==> src/rtl/thread_scheduler.sv <==
// thread_scheduler: round-robin fetch thread selector for an 8-thread core.
// Picks one eligible thread (valid & running) per request, holds the request
// until fetch accepts it, and produces per-thread PC write-backs for both
// sequential advance (pc+4 on accept) and branch/jump redirects.
//
// Optional build macro THREAD_SCHED_IDLE_CNT_EN: when defined, idle_cnt counts
// (saturating) the cycles in which no thread is eligible; otherwise idle_cnt
// is tied to zero and no counter flops exist.
//
// Fetch handshake: a request is offered while fetch_vld=1 and transfers on
// every rising edge where fetch_vld & fetch_rdy are both 1. While offered and
// not yet transferred, fetch_trd/fetch_pc are held stable unless the request
// is withdrawn (pending thread hit by a redirect, or no longer eligible).
module thread_scheduler (
    input  logic         clk,
    input  logic         rst_n,
    input  logic [7:0]   valid,
    input  logic [7:0]   running,
    input  logic [255:0] trd_pc,
    input  logic         br_vld,
    input  logic [2:0]   br_trd,
    input  logic [31:0]  br_pc,
    input  logic         fetch_rdy,
    output logic         fetch_vld,
    output logic [2:0]   fetch_trd,
    output logic [31:0]  fetch_pc,
    output logic [7:0]   pc_wr,
    output logic [255:0] nxt_pc,
    output logic [31:0]  idle_cnt,
    output logic         dbg_state
);

    typedef enum logic {
        S_IDLE  = 1'b0,
        S_ISSUE = 1'b1
    } state_e;

    state_e      state_q, state_d;
    logic [2:0]  trd_q, trd_d;
    logic [31:0] pc_q, pc_d;
    logic [2:0]  rr_ptr_q, rr_ptr_d;

    logic [7:0]  eligible;
    logic        accept;
    logic        withdraw;
    logic        reselect;
    logic [2:0]  search_base;
    logic        win_found;
    logic [2:0]  win_trd;
    logic [31:0] win_pc;
    logic [7:0]  pc_wr_c;
    logic [255:0] nxt_pc_c;

    assign eligible    = valid & running;
    assign accept      = (state_q == S_ISSUE) & fetch_rdy;
    // Pending request is dropped when its thread is redirected or leaves the
    // eligible set before fetch takes it.
    assign withdraw    = (state_q == S_ISSUE) & ~fetch_rdy &
                         (~eligible[trd_q] | (br_vld & (br_trd == trd_q)));
    assign reselect    = (state_q == S_IDLE) | accept | withdraw;
    // After an accept the accepted thread becomes the new round-robin pointer,
    // so the search for the back-to-back winner starts just past it.
    assign search_base = accept ? trd_q : rr_ptr_q;

    // Round-robin pick: first eligible thread at search_base+1 .. search_base+8.
    always_comb begin
        logic [2:0] idx;
        win_found = 1'b0;
        win_trd   = 3'd0;
        idx       = 3'd0;
        // Walk from farthest to nearest so the nearest eligible thread wins.
        for (int k = 8; k >= 1; k--) begin
            idx = search_base + 3'(k);
            if (eligible[idx]) begin
                win_found = 1'b1;
                win_trd   = idx;
            end
        end
    end

    // PC write-back: sequential advance on accept, redirect overrides on the same thread.
    always_comb begin
        pc_wr_c  = 8'd0;
        nxt_pc_c = 256'd0;
        if (rst_n) begin
            if (accept) begin
                pc_wr_c[trd_q]                    = 1'b1;
                nxt_pc_c[{trd_q, 5'd0} +: 32]     = pc_q + 32'd4;
            end
            if (br_vld) begin
                pc_wr_c[br_trd]                   = 1'b1;
                nxt_pc_c[{br_trd, 5'd0} +: 32]    = br_pc;
            end
        end
    end

    // Winner PC: forward this cycle's write-back so a thread reselected on the
    // same edge its PC is updated fetches from the updated PC.
    always_comb begin
        win_pc = trd_pc[{win_trd, 5'd0} +: 32];
        if (pc_wr_c[win_trd]) begin
            win_pc = nxt_pc_c[{win_trd, 5'd0} +: 32];
        end
    end

    // State register: FSM state, pending request and round-robin pointer.
    always_ff @(posedge clk or negedge rst_n) begin
        if (!rst_n) begin
            state_q  <= S_IDLE;
            trd_q    <= 3'd0;
            pc_q     <= 32'd0;
            rr_ptr_q <= 3'd7;
        end else begin
            state_q  <= state_d;
            trd_q    <= trd_d;
            pc_q     <= pc_d;
            rr_ptr_q <= rr_ptr_d;
        end
    end

    // Next-state: issue the round-robin winner whenever a new request is needed.
    always_comb begin
        state_d  = state_q;
        trd_d    = trd_q;
        pc_d     = pc_q;
        rr_ptr_d = rr_ptr_q;
        if (accept) begin
            rr_ptr_d = trd_q;
        end
        if (reselect) begin
            if (win_found) begin
                state_d = S_ISSUE;
                trd_d   = win_trd;
                pc_d    = win_pc;
            end else begin
                state_d = S_IDLE;
            end
        end
    end

    // Outputs: request is valid exactly while in ISSUE.
    always_comb begin
        fetch_vld = (state_q == S_ISSUE);
        fetch_trd = trd_q;
        fetch_pc  = pc_q;
        pc_wr     = pc_wr_c;
        nxt_pc    = nxt_pc_c;
        dbg_state = state_q;
    end

`ifdef THREAD_SCHED_IDLE_CNT_EN
    logic [31:0] idle_cnt_q, idle_cnt_d;

    // Idle counter next value: count empty-eligible cycles, saturate at all-ones.
    always_comb begin
        idle_cnt_d = idle_cnt_q;
        if ((eligible == 8'd0) && (idle_cnt_q != 32'hFFFF_FFFF)) begin
            idle_cnt_d = idle_cnt_q + 32'd1;
        end
    end

    // Idle counter register.
    always_ff @(posedge clk or negedge rst_n) begin
        if (!rst_n) begin
            idle_cnt_q <= 32'd0;
        end else begin
            idle_cnt_q <= idle_cnt_d;
        end
    end

    assign idle_cnt = idle_cnt_q;
`else
    assign idle_cnt = 32'd0;
`endif

endmodule
==> config.mk <==
export PLATFORM = sky130hd
export DESIGN_NAME = thread_scheduler
export DESIGN_NICKNAME = d
export VERILOG_FILES = /design/src/rtl/thread_scheduler.sv
export SDC_FILE = /design/constraint.sdc
export NUM_CORES = 1
export LEC_CHECK = 0
export ABC_AREA = 1
export CELL_PAD_IN_SITES_DETAIL_PLACEMENT = 1
export CELL_PAD_IN_SITES_GLOBAL_PLACEMENT = 1
export CORE_AREA = 5 5 246 248
export CTS_CLUSTER_SIZE = 8
export DETAILED_ROUTE_END_ITERATION = 16
export DIE_AREA = 0 0 251 253
export DONT_BUFFER_PORTS = 1
export PLACE_DENSITY_LB_ADDON = 0.1
export SYNTH_ARGS = -nofsm -noshare
export SYNTH_HDL_FRONTEND = slang
export SYNTH_SLANG_ARGS = --single-unit
export TNS_END_PERCENT = 50
==> constraint.sdc <==
create_clock -name clk -period 7.3 [get_ports clk]
set_input_delay 1.095 -clock clk [delete_from_list [all_inputs] [get_ports clk]]
set_output_delay 1.095 -clock clk [all_outputs]
set_load 0.02 [all_outputs]
Word level (Yosys, flattened, before mapping). Index checks and enable logic that the tools add are counted.

Output and inout bits: 333. Register bits: 39. Input port bits: 311. Word-level logic and storage cells: 102.

Add/subtract/negate cells: 10. Reduce and logical (&&, ||, !) cells: 3. Shift operators: 6. Mux-type cells: 52. Equal/unequal tests: 1. Bitwise gates (word level): 13. Magnitude comparators: 13.

Operator list (count): $mux 256 (4); $shift 32x10->256 const A (2); $shiftx 256x9->32 (2); $shiftx 32x10->256 (2); $and 256x256->256 (1); $bwmux 256 (1); $lt 3x4->1 const B (11); $add 32x3->32 const B (1); $mux 32 (1); $mux 8 (4); $bmux 1 s3 (10); $mux 3 (9); $mux 1 (21); $neg 8->10 (2); $add 3x3->3 const B (4); $and 8x8->8 (1); $or 8x8->8 (1); $add 3x2->3 const B (2); $demux 1 s3 (2); $ge 3x1->1 const B (2); $and 1x1->1 (4); $add 3x1->3 const B (1); $eq 3x3->1 (1); $not 1->1 (3); 3 further kinds (6).

Logic depth before layout (Yosys ltp). Gate-level depths: netlist of the first run.

Depth after elaboration: 15. Gate-level depth with buffers: 32. Depth with buffers taken out: 29.

Worst setup path before layout of the first run. No wires, ideal clock.

Path type: in2out. Start point: input port br_trd[0]. End point: output port nxt_pc[212]. Stages on the path: 12. Arrival time: 3.549 ns. Data required time: 6.205 ns. Slack: 2.656 ns. Path buffers: 4. Cells stage by stage: clkbuf_1 -> inv_2 -> ha_1 -> clkbuf_1 -> clkinv_1 -> nor2_1 -> inv_1 -> clkbuf_1 -> clkbuf_1 -> nor2_1 -> nor2_1 -> a211oi_1.

Longest elaborated chain between the ends: 5. Elaborated cells between the ends (all ways): 6. Classes of those cells: 1 x add/sub; 2 x shift; 3 x mux.

RTL lines: from (decl) (line 21) `input logic [2:0] br_trd,`; $neg 8->10 (*) (line 92) `nxt_pc_c[{br_trd, 5'd0} +: 32] = br_pc;`; $shiftx 32x10->256 or $shift 32x10->256 (tied branches) (line 92); $bwmux 256 (*) (line 92); $mux 256 (*) (line 90) `if (br_vld) begin`; $mux 256 (*) (line 85) `if (rst_n) begin`; to (decl) (line 28) `output logic [255:0] nxt_pc,`.

Every way passes the cells marked *; elsewhere a longest branch is shown, timed or not.

Worst setup path in the final report of the first run.
Start point: register pc_q[2], in the netlist fetch_pc[2]. End point: output port nxt_pc[54].

Longest elaborated chain between the ends: 8.

RTL lines: from (decl) (line 40) `logic [31:0] pc_q, pc_d;`; from (signal assigned) (line 116) `pc_q <= pc_d;`; $add 32x3->32 (*) (line 88) `nxt_pc_c[{trd_q, 5'd0} +: 32] = pc_q + 32'd4;`; $shiftx 32x10->256 (*) (line 88); $and 256x256->256 (no line) (*); $mux 256 (*) (line 86) `if (accept) begin`; $mux 256 (*) (line 85); $bwmux 256 (line 92); $mux 256 (*) (line 90); $mux 256 (*) (line 85).

Every way passes the cells marked *; elsewhere a longest branch is shown, timed or not. The select of a mux whose other input is x is not followed.

==> run summary, run 1 <==
Run status - complete, no violations
Total GRT Usage - 33.50%
Synth unique cells - 46
Total length of routed wires - 113900 um
CTS resizes - 0
IO Pins - 644
Final hold violation count - 0
Core Area - 58240 sq um
Via/cell ratio - 5.656
Actual slew at the worst max-slew pin - 1.385 ns
Post-route ant nets - 0
Rows - 89
Reg clk slew, reported paths - 0.08 ns
Cell mode on critical path - nor2_1
Synth-to-Final Area Change - 4.919%
Drt drc - 0
Vias - 21640
Relative slew slack - 7.104%
CP delay by family, top - simple AND/OR/NAND/NOR gates
Synth cell count leaders - nand2_1 (1127), inv_1 (377), nand3_1 (349), nor2_1 (323), a21oi_1 (253)
CP max-delay cell - dfrtp_1
Critical Path AT - 5.25 ns
Max Slew Vio Count - 0
Die area - 63500 sq um
Register area share after synthesis - 6.607%
CP startpoint kind - register
Wire length per cell - 29.77 um
First-pass GRT wire length - 158000 um
Largest net degree at the start of global routing - 143
CTS sink count - 39
Hold crit path type - in2async
Fmax - 157.5 MHz
Worst Clk Skew - 0.007008 ns
Crit Path Max Fanout - 7
Fin Setup TNS - 0 ns
Flops & latches, synth - 39
Post-route minimum period - 6.349 ns
Nets - 3368
Top cells by area, synth - nand2_1 (29%), nand3_1 (12%), inv_1 (9.5%)
YS warnings - 0
Final HPWL DP - 89480 um
CP Capture Type - primary output
Die width - 251 um
Post-synth top flop - dfrtp_1
Ys async rst share - 100.0%
Synthesized area - 14830 sq um
Synth area leader - nand2_1
Synth Instances - 3181
Setup Buffers After CTS - 0
Crit path kind - reg2out
Synthesized area per cell - 4.661 sq um
Bufs and invs on worst path - 3
Iter 0 DRT Violations - 1967
Starting Density - 25.46%
Setup violations, final - 0
EDFF count, synth - 0
CTS buffer count - 5
Most frequent cell after synthesis - nand2_1
Hold Slack - 0.4622 ns
Fill cell count - 8117
Grt ovf - 0
Vias in the first global route - 20950
RSZ-0062 raised after global routing - false
Worst-skew pair later-pin latency - 0.34 ns
CTS hold repair buffers - 0
Required time of the worst setup path - 6.20 ns
MaxCap Viol Count - 0
Tcrit/Tclk final - 86.97%
CP cell instances - ha_1, nand2_1, nor2_1, nand4_1, nor2_1, nand4_1, nor2_1, inv_1, nor3_1, inv_1, nor3_1, nor2_1, inv_1, nand2_1, nor2_1, nand2_1, a21oi_1
RD Place Congestion - 0.9391
Crit path largest cell delay - 0.83 ns
Synth top area share - 28.53%
Root Driver - clkbuf_16
Buffers added on ports - 0
CTS Buffer Depth - 2
H-tree depth - 2
Initial antenna violation count - 11
TritonCTS clock tree - done
Pre-antenna DRT Iters - 5
Die height - 253 um
Share of cells above drive strength 1 - 4.071%
-- routing by layer --
metal	part of all wire (%)	vias to the layer above	GRT usage (%)
li1	-	9776	-
met1	42	10630	43.62
met2	46	1078	54.80
met3	9.4	153	9.295
met4	2.8	8	8.966
met5	0.044	-	0
-- through the flow --
step	utilization, %	worst slack, ns	instance area (sq um)	std cells
6_report	26.71	0.9512	15560	3826
4_1_cts	26.68	1.055	15540	3819
3_3_place_gp	26.43	1.510	15390	3811
2_1_floorplan	-	2.656	14940	3212
5_1_grt	26.70	0.6501	15550	3822
3_5_place_dp	26.43	1.446	15390	3811
-- worst paths after layout --
check / start / slack (ns) / cells after the start / end
worst min-delay path: rst_n / 0.46 / 0 / fetch_pc[3]
max in group asynchronous: rst_n / 6.50 / 0 / fetch_pc[2]
worst max-delay path: fetch_pc[2] / 0.95 / 17 / nxt_pc[54]
min in group clk: rr_ptr_q[1] / 0.50 / 2 / rr_ptr_q[1]
worst min register to register: rr_ptr_q[1] / 0.50 / 2 / rr_ptr_q[1]
worst max register to register: dbg_state / 1.73 / 27 / fetch_pc[5]
-- placed cells by master (no fill, tap or decap), types with 2 or more instances in the layout --
cell type  instances
o211ai_1          17
o21ai_1           12
conb_1            32
buf_4             71
nor2_1           320
inv_1            375
inv_2              6
clkinv_1          10
or2_2              7
nand4_1           26
o31ai_1            2
a22oi_1           15
nand2_1         1126
diode_2            7
a22o_1             3
o21ai_0          159
dfstp_2            3
a211oi_1           7
ha_1              12
o21a_1             3
nor4_1             9
clkbuf_16          5
nor2_2             5
o22ai_1           25
xor2_1            12
nand2_2            4
a21oi_1          253
nor3_1            98
inv_6              2
nand3_1          349
nand3b_1          11
or3_1              4
buf_12             5
nand2_4            5
dfrtp_1           36
nand3_2            2
-- flip-flops by register name (all words and copies together) (netlist names) --
signal / flops
rr_ptr_q: 3
fetch_trd: 3
fetch_pc: 32
dbg_state: 1
-- kinds of logic after synthesis --
| family | synth area share [%] |
|---|---|
| xor+xnor | 0.8776 |
| other cells | 0.02529 |
| fa+ha+maj | 1.013 |
| buf+inv | 18.12 |
| simple gates | 55.18 |
| flops | 6.607 |
| compound gates | 18.18 |
-- area by class of cell --
type / count / area (sq um) / share of cell area (%)
Antenna cell: 7 / 17.52 / 0.1126
Sequential cell: 39 / 979.7 / 6.297
Multi-Input combinational cell: 2530 / 11330 / 72.81
Clock buffer: 7 / 142.6 / 0.9168
Timing Repair Buffer: 76 / 633.1 / 4.069
Clock inverter: 1 / 5.005 / 0.03217
Tap cell: 773 / 967.2 / 6.217
Inverter: 393 / 1485 / 9.546
Power of run 1 is left out: the tool's default activity adds up to more than one toggle a clock period on the data nets, which glitch-free logic cannot reach.
==> inputs of run 2 (changes only) <==
ABC_AREA = default   (was 1)
CAP_MARGIN = 15   (was default)
CORE_AREA = 5 5 249 251   (was 5 5 246 248)
DIE_AREA = 0 0 254 256   (was 0 0 251 253)
TNS_END_PERCENT = 20   (was 50)
==> run 2 against run 1 <==
  * Highest routed layer unchanged
  * Die area increased by 2.4%
  * Count of clock-buffer cells in the layout increased by 1
  * Hold slack got worse by 0.021 ns
  * Critical path type is now reg2reg
  * Critical path depth unchanged
  * Synthesized area decreased by 19%
  * Clock skew increased by 0.0016 ns
  * Routed wire length decreased by 8.7%
  * Core utilization decreased by 5.2 points
  * Via count decreased by 25%
==> run summary, run 2 <==
Register area share after synthesis - 8.122% (+1.5 points)
Hold crit path type - in2async
First-pass GRT wire length - 140600 um (-11%)
Max FFs per register - 32 (unchanged)
MaxCap Viol Count - 0 (unchanged)
Grt ovf - 0 (unchanged)
Root Driver - clkbuf_16
Final hold violation count - 0 (unchanged)
Met2 wire length - 50270 um (-3.9%)
CP startpoint kind - register
CTS buffer count - 5 (unchanged)
Synth cell count leaders - nor2_1 (319), nand2_1 (298), a22oi_1 (180), a21oi_1 (178), clkbuf_1 (131)
Largest net degree at the start of global routing - 140 (-2.1%)
Core Area - 59680 sq um (+2.5%)
Vias - 16140 (-25%)
Relative slew slack - 21.09% (+14 points)
CTS sink count - 39 (unchanged)
Worst-skew pair later-pin latency - 0.35 ns (about the same)
Synthesized area per cell - 6.050 sq um (+30%)
Ys async rst share - 100.0% (unchanged)
Synth area leader - a22oi_1
Share of cells above drive strength 1 - 7.563% (+3.5 points)
Nets - 2160 (-36%)
Initial antenna violation count - 9 (-2)
Starting Density - 20.21% (-5.2 points)
Post-synth top flop - dfrtp_1
Flop2flop setup slack - 0.95 ns (-0.78 ns)
Met3 Wirelength - 8119 um (-24%)
Top cells by area, synth - a22oi_1 (11%), nor2_1 (9.9%), nand2_1 (9.3%)
Cell mode on critical path - mux2i_1
Commonest non-fill, non-tap cell in the layout - nor2_1
Rows - 90 (+1.1%)
Synthesized area - 12060 sq um (-19%)
Iter 0 DRT Violations - 1481 (-25%)
CTS resizes - 0 (unchanged)
EDFF count, synth - 0 (unchanged)
Drt drc - 0 (unchanged)
FF-to-FF End - fetch_pc[2]
CTS hold repair buffers - 0 (unchanged)
Synth-to-Final Area Change - 6.586%
Actual slew at the worst max-slew pin - 1.180 ns (-0.2055 ns)
Total length of routed wires - 104000 um (-8.7%)
Total GRT Usage - 30.04% (-3.5 points)
Max Slew Vio Count - 0 (unchanged)
Reg2Reg Depth - 17 (-37%)
Vias in the first global route - 16260 (-22%)
Pre-antenna DRT Iters - 6 (+1)
Die area - 65020 sq um (+2.4%)
H-tree depth - 2 (unchanged)
Via/cell ratio - 6.141 (+8.6%)
CTS Buffer Depth - 2 (unchanged)
Fmax - 157.4 MHz (about the same)
Final HPWL DP - 79710 um (-11%)
Tcrit/Tclk final - 87.05% (about the same)
TritonCTS clock tree - done
Worst Clk Skew - 0.008615 ns (+0.001607 ns)
Post-route ant nets - 0 (unchanged)
CP cell instances - and3_1, nor2_4, inv_1, ha_1, o21ai_0, mux2i_1, o221ai_1, o21a_1, a221o_1, a311oi_1, o31ai_1, and2_4, buf_12, mux2i_1, a32oi_1, nand3_1, o311ai_0
Setup violations, final - 0 (unchanged)
Fin Setup TNS - 0 ns (unchanged)
Flops & latches, synth - 39 (unchanged)
Crit Path Max Fanout - 35 (+28)
Post-route minimum period - 6.355 ns (+0.005810 ns)
CP Capture Type - register
Die height - 256 um (+1.2%)
Critical Path AT - 6.59 ns (+1.34 ns)
Commonest cells after routing, fill and taps aside - nor2_1 (310), nand2_1 (295), a22oi_1 (180)
YS warnings - 0 (unchanged)
Top Metal Used - met5
Buffers added on ports - 0 (unchanged)
Met1 wire length - 43320 um (-9.1%)
RD Place Congestion - 0.9236 (-1.7%)
Wire length per cell - 39.57 um (+33%)
FF-to-FF Start - dbg_state
Die width - 254 um (+1.2%)
Most frequent cell after synthesis - nor2_1
RSZ-0062 raised after global routing - false
Synth top area share - 11.20% (-17 points)
IO Pins - 644 (unchanged)
Crit path kind - reg2reg
Setup Buffers After CTS - 0 (unchanged)
Run status - complete, no violations
Required time of the worst setup path - 7.53 ns (+1.33 ns)
Synth unique cells - 84 (+83%)
Reg clk slew, reported paths - 0.09 ns (about the same)
CP max-delay cell - dfrtp_1
Crit path largest cell delay - 0.83 ns (about the same)
Synth Instances - 1994 (-37%)
## run 2: cell types whose count changed after synthesis, sizes merged, moves of 20 or more
| cell | change |
|---|---|
| and2 | +31 |
| a21o | +20 |
| a21oi | -76 |
| a22oi | +165 |
| nand2 | -838 |
| o2111ai | +26 |
| o21ai | -132 |
| nor3 | -55 |
| o311ai | +35 |
| mux2i | +80 |
| inv | -362 |
| nand3 | -230 |
## run 2: how the worst max path moves through the flow
stage               startpoint            to  slack (ns)  cells past startpoint
global placement     fetch_rdy   fetch_pc[1]        0.82                     18
finish               dbg_state   fetch_pc[2]        0.95                     17
CTS                  dbg_state   fetch_pc[1]         1.0                     19
detailed placement   fetch_rdy   fetch_pc[1]        0.76                     18
floorplan            fetch_rdy  fetch_pc[12]        1.58                     22
global route         dbg_state  fetch_pc[13]        0.59                     18
## run 2: area by class of cell
type                    count  area, sq um
fillers                  7497        46820
repair buffers             64        543.0
clock buffers               8        156.4
multi-input cells        1706        10090
inverters                  21        86.33
diodes                      8        20.02
flip-flops and latches     39        979.7
well taps                 782        978.4
## run 2: worst max-delay path: cells and delay by family, from the launching register on
kind / cells / cell delay [ns]
AND/OR/NAND/NOR: 4 / 1.39
buffers and inverters: 2 / 0.75
multiplexers: 2 / 0.36
adder cells (fa/ha/maj): 1 / 0.46
flip-flops: 1 / 0.83
AO/OA/AOI/OAI: 8 / 2.27
## run 2: per-layer routing
metal / vias up / global-route usage [%]
met5: - / 0
met3: 107 / 7.276
li1: 6917 / -
met1: 8259 / 38.22
met2: 854 / 51.68
met4: 2 / 6.175
## run 2: kinds of logic (layout without fill, tap and decap cells)
logic type / Yosys count / after routing / synth area share (%)
AO/OA/AOI/OAI: 623 / 623 / 35.66
XOR/XNOR: 35 / 35 / 2.759
other: 1 / 40 / 0.03109
adder cells (fa/ha/maj): 12 / 12 / 1.245
buffers and inverters: 280 / 93 / 10.59
AND/OR/NAND/NOR: 905 / 905 / 32.99
flip-flops: 39 / 39 / 8.122
multiplexers: 99 / 99 / 8.599
## run 2: stage by stage
step | util (%) | hold slack, ns | cell area (sq um) | std cells | worst slack [ns]
final | 21.54 | 0.4412 | 12860 | 2628 | 0.9454
after global routing | 21.53 | 0.4272 | 12850 | 2624 | 0.5882
after CTS | 21.51 | 0.4131 | 12840 | 2620 | 0.9991
after detailed placement | 21.25 | 0.7270 | 12680 | 2612 | 0.7575
after global placement | 21.25 | 0.7171 | 12680 | 2612 | 0.8246
after floorplan | - | 0.6356 | 12180 | 2025 | 1.576
Power of run 2 is left out for the same reason.
==> inputs of run 3 (changes only) <==
CORE_AREA = 5 5 250 252   (was 5 5 249 251)
DIE_AREA = 0 0 255 257   (was 0 0 254 256)
PLACE_DENSITY = 0.47   (was default)
PLACE_DENSITY_LB_ADDON = default   (was 0.1)
clock period = 7 ns   (was 7.3 ns; I/O delays follow)
==> run 3 against run 2 <==
  * Final cell count is 0.91% higher
  * Count of clock-buffer cells in the layout is 2 lower
  * Non-clock buffer count increased by 20
  * Sequential cell count unchanged
  * Via count grew 2.9%
  * Hold slack worse by 0.044 ns
  * Register-to-register slack got worse by 0.40 ns
  * Setup slack worse by 0.40 ns
  * Clock skew increased by 0.0085 ns
  * Global-route usage up 0.23 points
  * Core utilization rose by 0.13 points
  * Highest routed layer unchanged
==> run summary, run 3 (synthesized netlist as in run 2, its figures left out) <==
Fin Setup TNS - 0 ns (unchanged)
Commonest non-fill, non-tap cell in the layout - nor2_1
Run status - complete, no violations
Setup Buffers After CTS - 0 (unchanged)
Worst Clk Skew - 0.01713 ns (+0.008516 ns)
RSZ-0062 raised after global routing - false
CP max-delay cell - o41ai_1
Post-route ant nets - 0 (unchanged)
Iter 0 DRT Violations - 1957 (+32%)
Nets - 2180 (+0.93%)
Tcrit/Tclk final - 92.17% (+5.1 points)
Total length of routed wires - 105800 um (+1.7%)
Worst-skew pair later-pin latency - 0.34 ns (about the same)
Buffers added on ports - 0 (unchanged)
Reg clk slew, reported paths - 0.08 ns (about the same)
Final Instance Count excl. Fillers - 2652 (+0.91%)
Initial antenna violation count - 16 (+7)
RD Place Congestion - 0.9311 (+0.81%)
Die height - 257 um (+0.39%)
Final HPWL DP - 82090 um (+3.0%)
Commonest cells after routing, fill and taps aside - nor2_1 (310), nand2_1 (295), a22oi_1 (180)
Fmax - 155.0 MHz (-1.5%)
Crit path largest cell delay - 0.96 ns (+0.13 ns)
CTS buffer count - 5 (unchanged)
Synth-to-Final Area Change - 7.613%
CTS resizes - 0 (unchanged)
Flop2flop setup slack - 0.55 ns (-0.40 ns)
Pre-antenna DRT Iters - 6 (unchanged)
Drt drc - 0 (unchanged)
H-tree depth - 2 (unchanged)
CTS sink count - 39 (unchanged)
Die area - 65540 sq um (+0.79%)
FF-to-FF Start - dbg_state
Root Driver - clkbuf_16
Vias - 16620 (+2.9%)
CTS hold repair buffers - 0 (unchanged)
Cells after DPL - 2632 (+0.77%)
Largest net degree at the start of global routing - 140 (unchanged)
Relative slew slack - 11.17% (-9.9 points)
Max FFs per register - 32 (unchanged)
Starting Density - 20.14% (-0.076 points)
FF-to-FF End - fetch_pc[19]
Max Slew Vio Count - 0 (unchanged)
Crit Path Max Fanout - 26 (-26%)
Actual slew at the worst max-slew pin - 1.323 ns (+0.1433 ns)
Required time of the worst setup path - 7.28 ns (-0.25 ns)
Fill cell count - 7565 (+0.91%)
Via/cell ratio - 6.265 (+2.0%)
Crit path kind - reg2reg
Grt ovf - 0 (unchanged)
Wire length per cell - 39.89 um (+0.81%)
Rows - 90 (unchanged)
Critical Path AT - 6.73 ns (+0.14 ns)
Setup violations, final - 0 (unchanged)
TritonCTS clock tree - done
Total GRT Usage - 30.27% (+0.23 points)
CP cell instances - and3_1, nor2_4, inv_1, ha_1, o21ai_0, mux2i_1, o22ai_1, a211o_1, a221o_1, a311oi_4, nand4_2, buf_4, nand2_4, buf_4, a21o_1, a21oi_1, o41ai_1, a31o_1
Vias in the first global route - 16890 (+3.9%)
Hold crit path type - in2async
Reg2Reg Depth - 18 (+1)
First-pass GRT wire length - 143000 um (+1.7%)
CTS Buffer Depth - 2 (unchanged)
Die width - 255 um (+0.39%)
Share of cells above drive strength 1 - 8.450% (+0.89 points)
MaxCap Viol Count - 0 (unchanged)
CP Capture Type - register
Post-route minimum period - 6.452 ns (+0.09750 ns)
Core Area - 59910 sq um (+0.38%)
IO Pins - 644 (unchanged)
Final hold violation count - 0 (unchanged)
Cell mode on critical path - buf_4
CP startpoint kind - register
-- run 3: changes by cell type in the layout (fill, tap and decap cells not counted), sizes merged --
cell and delta:
buf +20, diode +4, clkbuf -2, clkinv +1, clkinvlp +1
-- run 3: critical path, delay by kind of cell (launching register included) --
family,cells,cell delay (ns)
AO/OA/AOI/OAI,9,2.86
AND/OR/NAND/NOR,4,1.32
flip-flops,1,0.67
buffers and inverters,3,0.60
adder cells (fa/ha/maj),1,0.51
multiplexers,1,0.40
-- run 3: how the worst max path moves through the flow --
stage / start / to / slack [ns] / cells past startpoint
floorplan: fetch_rdy / fetch_pc[12] / 1.32 / 22
finish: dbg_state / fetch_pc[19] / 0.55 / 18
global route: dbg_state / fetch_pc[19] / 0.32 / 18
detailed placement: fetch_rdy / fetch_pc[1] / 0.49 / 18
global placement: fetch_rdy / fetch_pc[19] / 0.73 / 18
CTS: dbg_state / fetch_pc[1] / 0.70 / 18
-- run 3: layer usage --
layer  global-route usage (%)  wire length (um)  vias to the layer above
met2                    49.62             49170                      991
met1                    38.03             42660                     8476
li1                         -                 -                     6969
met5                        0                37                        -
met3                    9.796             10370                      173
met4                    8.709              3544                        6
-- run 3: per-stage QoR --
stage / cell area (sq um) / utilization (%) / hold slack (ns) / worst slack, ns
2_1_floorplan: 12180 / - / 0.6356 / 1.321
3_3_place_gp: 12810 / 21.38 / 0.7061 / 0.7269
3_5_place_dp: 12810 / 21.38 / 0.7165 / 0.4907
4_1_cts: 12950 / 21.62 / 0.3775 / 0.7017
5_1_grt: 12970 / 21.66 / 0.3861 / 0.3247
6_report: 12980 / 21.67 / 0.3968 / 0.5479
-- run 3: final cells by class --
type	instances	area (sq um)	area share, %
diodes	12	30.03	0.2313
clock buffers	6	128.9	0.9928
clock inverters	2	12.51	0.09639
inverters	21	86.33	0.6651
multi-input cells	1706	10070	77.59
flip-flops and latches	39	979.7	7.547
well taps	782	978.4	7.537
repair buffers	84	693.2	5.340
Power of run 3 is left out for the same reason.
==> patch (flow settings as in run 3) <==
Build with the macro `THREAD_SCHED_IDLE_CNT_EN` defined.
--- a/src/rtl/thread_scheduler.sv
+++ b/src/rtl/thread_scheduler.sv
@@ -11,6 +11,8 @@
 // every rising edge where fetch_vld & fetch_rdy are both 1. While offered and
 // not yet transferred, fetch_trd/fetch_pc are held stable unless the request
 // is withdrawn (pending thread hit by a redirect, or no longer eligible).
+`define THREAD_SCHED_IDLE_CNT_EN
+
 module thread_scheduler (
     input  logic         clk,
     input  logic         rst_n,
Function: changed (Yosys sat finds a counterexample within 4 cycles, from zero or initial values and one cycle with rst_n low).
==> patch against run 3 <==
- setup slack better by 0.20 ns
- non-clock buffer count rose by 12
- wire length increased by 14%
- fmax grew 3.3%
- design area is 14% higher
- area after synthesis is 12% higher
- clock skew rose by 0.012 ns
- cell count up 6.3%
- worst hold slack worse by 0.058 ns
- sequential cell count is 32 higher
- global-route usage up 4.3 points
- largest cell class unchanged
==> patch: results (changes against run 3) <==
- The worst hold path belongs to the class primary input to async pin.
- The fraction of layout instances using a drive strength above 1 came to 0.0970 (+0.0125).
- The arrival time of data at the critical path endpoint was 6.56 ns (-0.17 ns).
- Max Fanout on Critical Path: 42 (+62%)
- The largest stage delay on the critical path is 0.84 ns (-0.12 ns).
- Syn nets: 2445
- Antenna violations before repair: 20 (+4)
* Cell count after placement: 2785 (+5.8%)
- Dpl hpwl: 93.0 mm (+13%)
- Post-place instance area: 0.0145 sq mm (+13%)
* Dominant cells by area after synthesis: sky130_fd_sc_hd__dfrtp_1, sky130_fd_sc_hd__nand2_1, sky130_fd_sc_hd__a22oi_1, sky130_fd_sc_hd__nor2_1, sky130_fd_sc_hd__mux2i_1
- Clock network latency to the later pin of the worst-skew pair: 0.41 ns (+0.07 ns)
- Hold WS: 0.339 ns (-0.0580 ns)
* Capture instance of the worst register-to-register path: fetch_pc[7]
* Maximum number of pins on one net before global-route repair: 160 (+14%)
* Reg2Reg Setup Slack: 0.75 ns (+0.20 ns)
* WL met1: 45.5 mm (+6.7%)
* Met2 Routed Length: 56.2 mm (+14%)
- Postcts setup bufs: 0 (unchanged)
- In this run the top signal layer used is met5.
- The number of buffer cells added on primary ports came to 0 (unchanged).
* Synth Instances: 2124 (+6.5%)
- Sorting the synthesized cells by how often they occur yields sky130_fd_sc_hd__nand2_1, sky130_fd_sc_hd__nor2_1, sky130_fd_sc_hd__a22oi_1, sky130_fd_sc_hd__a21oi_1, sky130_fd_sc_hd__clkbuf_1.
- Number of design-rule violations left by the first detailed-router iteration: 2329 (+19%)
* Worst Reg2Reg Path Length in Cells: 16 (-2)
- The count of distinct cell types in the synthesized netlist is 90 (+7.1%).
- The root buffer cell chosen for the clock tree is sky130_fd_sc_hd__clkbuf_16.
* Post-CTS clock slew at the launch and capture registers of the worst setup and hold paths: 0.10 ns (+0.02 ns)
* Maximum level of the CTS H-tree: 3 (+1)
- The final weighted congestion in routability-driven placement was 1.00 (+7.4%).
- The length of routed met3 wiring is 12.5 mm (+20%).
- FF-to-FF Start: dbg_state
- The wire length of the first global-routing pass came to 162 mm (+13%).
* Mean routed wirelength per cell: 42.7 microns (+7.0%)
- Async S/R FF share, synth: 1.00 (unchanged)
- The flow ran to the end, and the final reports show no timing, DRC or antenna violations.
* CTS Buf Count: 9 (+4)
- The maximum number of buffers from clock root to sink is 2 (unchanged).
- Final Skew: 0.0292 ns (+0.0121 ns)
- Post-synthesis sequential area ratio: 0.132 (+0.0506)
- Post-route insts no fill: 2818 (+6.3%)
- Post-placement worst setup slack: 0.681 ns (+0.190 ns)
* Warning count from the yosys run: 0 (unchanged)
* Slowest library cell on the worst path: sky130_fd_sc_hd__dfrtp_1
- The total number of nets in the final design came to 2337 (+7.2%).
- In this run the static leakage power is about 0.0054 uW.
- The number of vias per cell after detailed routing came to 6.63 (+5.8%).
- The overall track demand over capacity in global routing is 0.346 (+0.0428).
* Number of iterations in the first detailed-routing pass: 6 (unchanged)
- The worst-case headroom to the max-slew limit is 0.151 (+0.0395).
[patch: changes by cell type after synthesis, moves of 29 or more]
cell                              run 3  this run
sky130_fd_sc_hd__a21oi_1            178       137
sky130_fd_sc_hd__inv_1               20        61
sky130_fd_sc_hd__nor4_1               5        44
sky130_fd_sc_hd__o221ai_1             1        39
sky130_fd_sc_hd__nand2_1            298       332
sky130_fd_sc_hd__xnor2_1             16        50
sky130_fd_sc_hd__dfrtp_1             36        68
sky130_fd_sc_hd__a31oi_1             17        46
[patch: cells by family after synthesis]
logic type,Yosys count,synth area share
DFF,71,0.132
xor gates and xnor gates,66,0.0428
buffers and inverters,280,0.0877
adders and majority gates,10,0.00927
AOI/OAI and AO/OA,609,0.314
and+or+nand+nor,982,0.328
muxes,106,0.0865
[patch: per-stage QoR]
| stage | total power, uW | util |
|---|---|---|
| 3_3_place_gp | 11200 | 0.242 |
| 2_1_floorplan | 6770 | - |
| 3_5_place_dp | 11200 | 0.242 |
| 5_1_grt | 12400 | 0.247 |
| 4_1_cts | 11800 | 0.247 |
| 6_report | 12000 | 0.248 |
[patch: worst max-delay path by stage]
stage                         endpoint  slack [ns]       from
after floorplan            nxt_pc[203]        1.83  br_trd[0]
after CTS                 fetch_pc[16]        0.81  dbg_state
after global placement    fetch_pc[16]        0.82  fetch_rdy
after detailed placement  fetch_pc[16]        0.68  fetch_rdy
after global routing      fetch_pc[21]        0.45  dbg_state
final                      fetch_pc[7]        0.75  dbg_state
[patch: cell type report]
cell class                      count  area, sq um
Sequential cell                    71         1780
Antenna cell                       15         37.5
Clock buffer                       10          239
Fill cell                        7526        45100
Timing Repair Buffer               96          771
Clock inverter                      6         42.5
Inverter                           65          251
Tap cell                          782          978
Multi-Input combinational cell   1773        10700
[patch: critical path, delay by kind of cell (launching register included)]
family / cells / cell delay (ns)
muxes: 1 / 0.37
AOI/OAI and AO/OA: 9 / 2.80
adders and majority gates: 1 / 0.65
buffers and inverters: 2 / 0.56
DFF: 1 / 0.84
and+or+nand+nor: 3 / 0.87
[patch: report_power, final]
| group | total (uW) | internal, uW | switching, uW | leakage (uW) |
|---|---|---|---|---|
| logic | 10400 | 3150 | 7260 | 0.00441 |
| registers | 1060 | 617 | 448 | 0.000884 |
| clock network | 532 | 253 | 279 | 0.000135 |
[patch: metal layers]
| metal | vias to the layer above | global-route usage |
|---|---|---|
| met4 | 10 | 0.150 |
| met1 | 9612 | 0.415 |
| met5 | - | 0 |
| met2 | 1201 | 0.567 |
| li1 | 7591 | - |
| met3 | 264 | 0.109 |
